--- config.mk ---
export PLATFORM = sky130hd
export DESIGN_NAME = fp_exec_seq
export DESIGN_NICKNAME = d
export VERILOG_FILES = /design/src/rtl/fp_exec_seq.sv
export SDC_FILE = /design/constraint.sdc
export NUM_CORES = 1
export LEC_CHECK = 0
export ABC_AREA = 1
export CAP_MARGIN = 15
export CORE_ASPECT_RATIO = 2
export CORE_MARGIN = 5
export CORE_UTILIZATION = 45
export DETAILED_ROUTE_END_ITERATION = 10
export HOLD_SLACK_MARGIN = 0.02
export PLACE_DENSITY = 0.76
export SYNTH_ARGS = -nofsm -noshare
export SYNTH_HDL_FRONTEND = slang
export SYNTH_SLANG_ARGS = --single-unit
--- constraint.sdc ---
create_clock -name clk -period 2.25 [get_ports clk]
set_clock_uncertainty 0.15 [all_clocks]
set_input_delay 0.5625 -clock clk [delete_from_list [all_inputs] [get_ports clk]]
set_output_delay 0.5625 -clock clk [all_outputs]
set_load 0.02 [all_outputs]
--- src/rtl/fp_exec_seq.sv ---
// Sequencer for the multi-cycle FP unit: launches one op at a time and holds EX until the result is captured.
// An op entering EX at cycle t stalls t..t+LAT and raises FPDoneE at t+LAT+1; there is no backpressure input.
module fp_exec_seq #(
   parameter int unsigned LAT_ADD = 3,
   parameter int unsigned LAT_MUL = 4,
   parameter int unsigned LAT_DIV = 12
) (
   input  logic        clk,
   input  logic        reset,
   input  logic        FPOpE,
   input  logic [2:0]  FPCtrlE,
   input  logic [31:0] FPResultX,
   input  logic [4:0]  FPFlagsX,
   input  logic        FFlagsClr,
   output logic        FPStartX,
   output logic [2:0]  FPOpX,
   output logic        StallFP,
   output logic        FPDoneE,
   output logic [31:0] FPResultE,
   output logic [4:0]  FFlags,
   output logic        FPIllegalE,
   output logic [15:0] FPStallCount
);

   typedef enum logic [1:0] {IDLE, RUN, DONE} stateT;

   localparam logic [3:0] CNT_ADD = 4'(LAT_ADD - 1);
   localparam logic [3:0] CNT_MUL = 4'(LAT_MUL - 1);
   localparam logic [3:0] CNT_DIV = 4'(LAT_DIV - 1);

   stateT      state, stateNext;
   logic [3:0] cnt, cntNext;
   logic [3:0] latCnt;
   logic       opLegal;
   logic       capture;

   assign opLegal = (FPCtrlE <= 3'd4);

   always_comb begin
      latCnt = CNT_DIV;
      case (FPCtrlE)
         3'd0, 3'd1: latCnt = CNT_ADD;
         3'd2:       latCnt = CNT_MUL;
         default:    latCnt = CNT_DIV;
      endcase
   end

   always_comb begin
      stateNext  = state;
      cntNext    = cnt;
      FPStartX   = 1'b0;
      StallFP    = 1'b0;
      FPDoneE    = 1'b0;
      FPIllegalE = 1'b0;
      capture    = 1'b0;
      case (state)
         IDLE: begin
            if (FPOpE) begin
               if (opLegal) begin
                  FPStartX  = 1'b1;
                  StallFP   = 1'b1;
                  cntNext   = latCnt;
                  stateNext = RUN;
               end else begin
                  FPIllegalE = 1'b1;
               end
            end
         end
         RUN: begin
            StallFP = 1'b1;
            if (cnt != 4'd0) begin
               cntNext = cnt - 4'd1;
            end else begin
               capture   = 1'b1;
               stateNext = DONE;
            end
         end
         // DONE ignores FPOpE so the instruction still sitting in EX cannot relaunch.
         DONE: begin
            FPDoneE   = 1'b1;
            stateNext = IDLE;
         end
         default: stateNext = IDLE;
      endcase
      if (!reset) begin
         FPStartX   = 1'b0;
         StallFP    = 1'b0;
         FPDoneE    = 1'b0;
         FPIllegalE = 1'b0;
         capture    = 1'b0;
      end
   end

   always_ff @(posedge clk or negedge reset) begin
      if (!reset) begin
         state        <= IDLE;
         cnt          <= 4'd0;
         FPOpX        <= 3'd0;
         FPResultE    <= 32'd0;
         FFlags       <= 5'd0;
         FPStallCount <= 16'd0;
      end else begin
         state <= stateNext;
         cnt   <= cntNext;
         if (FPStartX) FPOpX <= FPCtrlE;
         if (capture) FPResultE <= FPResultX;
         // Clear takes effect first so a coincident capture still lands.
         FFlags <= (FFlagsClr ? 5'd0 : FFlags) | (capture ? FPFlagsX : 5'd0);
         if (StallFP && (FPStallCount != 16'hFFFF)) FPStallCount <= FPStallCount + 16'd1;
      end
   end

endmodule

==> metrics.md <==
| Metric | Value |
|---|---|
| # IOs | 104 |
| Worst-Margin Slew | 0.636 ns |
| GP Congestion | 0.817 |
| Vias in the first global route | 2747 |
| Via density | 4.89 |
| Max-cap violations | 0 |
| Maximum ir drop on the vdd rail | 0.000833 V |
| Buf/Inv on CP | 1 |
| Avg Inst Size Synth | 8.11 µm² |
| Placed cell count | 559 |
| CP cell instances | clkdlybuf4s50_1 |
| Leak | 2.22 nW |
| Post-synth net total | 418 |
| DR pass1 iterations | 4 |
| FF-to-FF path depth | 8 |
| Post-CTS Repair Setup Buffers | 0 |
| Setup TNS | 0 ns |
| Max incr delay on CP | 0.65 ns |
| Area grow syn2layout | 49.6% |
| Clock tree buffer depth | 2 |
| First-pass GRT wire length | 12700 µm |
| Post-synthesis instance total | 371 |
| Net switching power | 0.00182 W |
| Non-Filler Instances | 575 |
| Via count | 2809 |
| Final hold vios | 0 |
| Worst path slowest cell | clkdlybuf4s50_1 |
| Tmin final | 2.16 ns |
| CTS Buf Count | 9 |
| Cell variety after synth | 26 |
| Hpwl dp | 5630 µm |
| Family with the most delay on the worst path | buffers and inverters |
| Cell Int Power | 0.00348 W |
| Setup crit end kind | primary output |
| DRC Markers | 0 |
| Period utilization | 0.958 |
| Post-Route WL | 7630 µm |
| Starting density of the core | 0.458 |
| Worst R2R End | FPStallCount[14] |
| Status | finished clean |
| Data required time of the critical path | 1.54 ns |
| Later-pin clock latency in the skew report | 0.33 ns |
| Clock power share | 0.300 |
| Share of cells above drive strength 1 | 0.101 |
| Diode count | 0 |
| Hold crit path type | input port to asynchronous set/reset pin |
| Post-route setup slack | 0.0941 ns |
| Worst reg-to-reg setup slack | 0.46 ns |
| Seq pwr share | 0.327 |
| Core Box Area | 0.00657 mm² |
| Mapped Area | 0.00301 mm² |
| Die width | 67.8 µm |
| Wire length per cell | 13.3 µm |
| Sw frac | 0.344 |
| Antenna-violating nets left | 0 |
| Die ar. | 0.00852 mm² |
| WS Path Type | register to primary output |
| Clock slew at reported path FFs | 0.05 ns |
| Unrepaired setup endpoints after global routing | false |
| #FFs+latches synth | 62 |
| Crit path max fanout | 7 |
| Total GRT Usage | 0.194 |
| Yosys warning count | 0 |
| WL met3 | 630 µm |
| Number of placement rows | 42 |
| Clock sink count | 62 |
| Chip height | 126 µm |
| Met2 wire length | 4070 µm |
| Htree depth | 3 |
| CTS Hold Buffers Added | 0 |
| M1 wire length | 2800 µm |
| Largest net degree at the start of global routing | 56 |
| Top Metal Used | met4 |
| Initial antenna violation count | 0 |
| Worst path arrival time | 1.44 ns |
| Worst rel slew slack | 0.576 |
| Final-report max-slew violation count | 0 |
| Port Buf Inserts | 103 |
| DP Worst Slack | -0.627 ns |
| GRT overflow | 0 |
| Pwr dens | 1180 mW/mm² |
| 1st-iter DRT viols | 189 |
| Setup crit start kind | register |
| Post-synthesis sequential area ratio | 0.516 |
| Nets | 529 |
| CTS tree | yes |
| Fillcell total | 548 |
| Final-report setup violation count | 0 |
| Comb power frac | 0.373 |
| Achievable Freq | 464 MHz |
| Root Driver | clkbuf_16 |
| R2r startpoint | FPStallCount[0] |
-- cell type report --
cell class              instances  area (µm²)  share of cell area
well taps                      88         110              0.0245
clock buffers                  10         239              0.0531
inverters                      26        97.6              0.0217
repair buffers                113        1110               0.246
flip-flops and latches         62        1550               0.345
clock inverters                 6         109              0.0242
multi-input cells             270        1290               0.286
-- timing repair --
action	in CTS	in global routing
pin swaps	1	0
endpoints found under the setup margin	4	2
gates resized for setup	22	2
cloned	0	0
-- power by group through the flow --
| stage | sequential, W | clock, W | combinational [W] |
|---|---|---|---|
| finish | 0.00174 | 0.00159 | 0.00198 |
| global route | 0.00178 | 0.00167 | 0.00216 |
| CTS | 0.00173 | 0.00162 | 0.00201 |
| detailed placement | 0.00173 | 0 | 0.00200 |
| global placement | 0.00172 | 0 | 0.00196 |
| floorplan | 0.00209 | 0 | 0.000672 |
-- cells in the mapped netlist, drive strengths merged --
cell / n / area, µm²
a21oi: 2 / 21.3
a31oi: 2 / 12.5
buf: 10 / 72.6
clkbuf: 3 / 11.3
dfrtp: 62 / 1550
ha: 3 / 37.5
inv: 26 / 97.6
nand2: 160 / 623
nand3: 49 / 250
nand3b: 1 / 7.51
nand4: 6 / 37.5
nor2: 24 / 136
nor3: 1 / 5.00
o21ai: 14 / 73.8
xnor2: 4 / 35.0
xor2: 4 / 35.0
-- cell usage in the layout (no fill, tap or decap), drive strengths merged, types with 2 or more instances in the layout --
master / count
nand2: 160
clkinv: 3
ha: 3
nand3: 49
bufinv: 3
nor2: 24
a31oi: 2
xor2: 4
xnor2: 4
clkbuf: 10
o21ai: 14
nand4: 6
dfrtp: 62
dlygate4sd2: 4
clkdlybuf4s50: 94
a21oi: 2
buf: 14
inv: 26
-- sequential cells by signal, indices dropped and copies added, names as in the netlist --
signal,flops
FFlags,5
FPOpX,3
FPResultE,32
FPStallCount,16
cnt,4
state,2
-- metrics by stage --
stage | hold slack [ns] | util | power, W | cell area (µm²)
global placement | 0.303 | 0.632 | 0.00368 | 4150
CTS | 0.267 | 0.684 | 0.00536 | 4500
finish | 0.258 | 0.685 | 0.00530 | 4500
detailed placement | 0.307 | 0.632 | 0.00374 | 4150
global route | 0.301 | 0.685 | 0.00562 | 4500
floorplan | 0.117 | - | 0.00276 | 3010
-- layer usage --
layer  GRT usage  vias to the layer above
met5           0                        -
li1            -                     1395
met2       0.318                       91
met3      0.0775                       10
met4      0.0739                        0
met1       0.221                     1313
-- worst max-delay path by stage --
stage / start / to / slack [ns] / depth (start not counted)
2_1_floorplan: reset / FPDoneE / 0.15 / 4
3_3_place_gp: FPCtrlE[0] / StallFP / -0.61 / 5
3_5_place_dp: FPCtrlE[0] / StallFP / -0.63 / 5
4_1_cts: FPCtrlE[2] / StallFP / 0.005 / 5
5_1_grt: FPStallCount[0] / FPStallCount[0] / 0.03 / 1
6_report: FPStallCount[0] / FPStallCount[0] / 0.09 / 1
-- kinds of logic (layout without fill, tap and decap cells) --
| family | after synthesis | after routing | synth area share |
|---|---|---|---|
| xor gates and xnor gates | 8 | 8 | 0.0233 |
| and+or+nand+nor | 241 | 241 | 0.352 |
| DFF | 62 | 62 | 0.516 |
| adders and majority gates | 3 | 3 | 0.0125 |
| buffers and inverters | 39 | 155 | 0.0603 |
| AOI/OAI and AO/OA | 18 | 18 | 0.0358 |
Note: power is estimated with default switching activity, not from simulation.
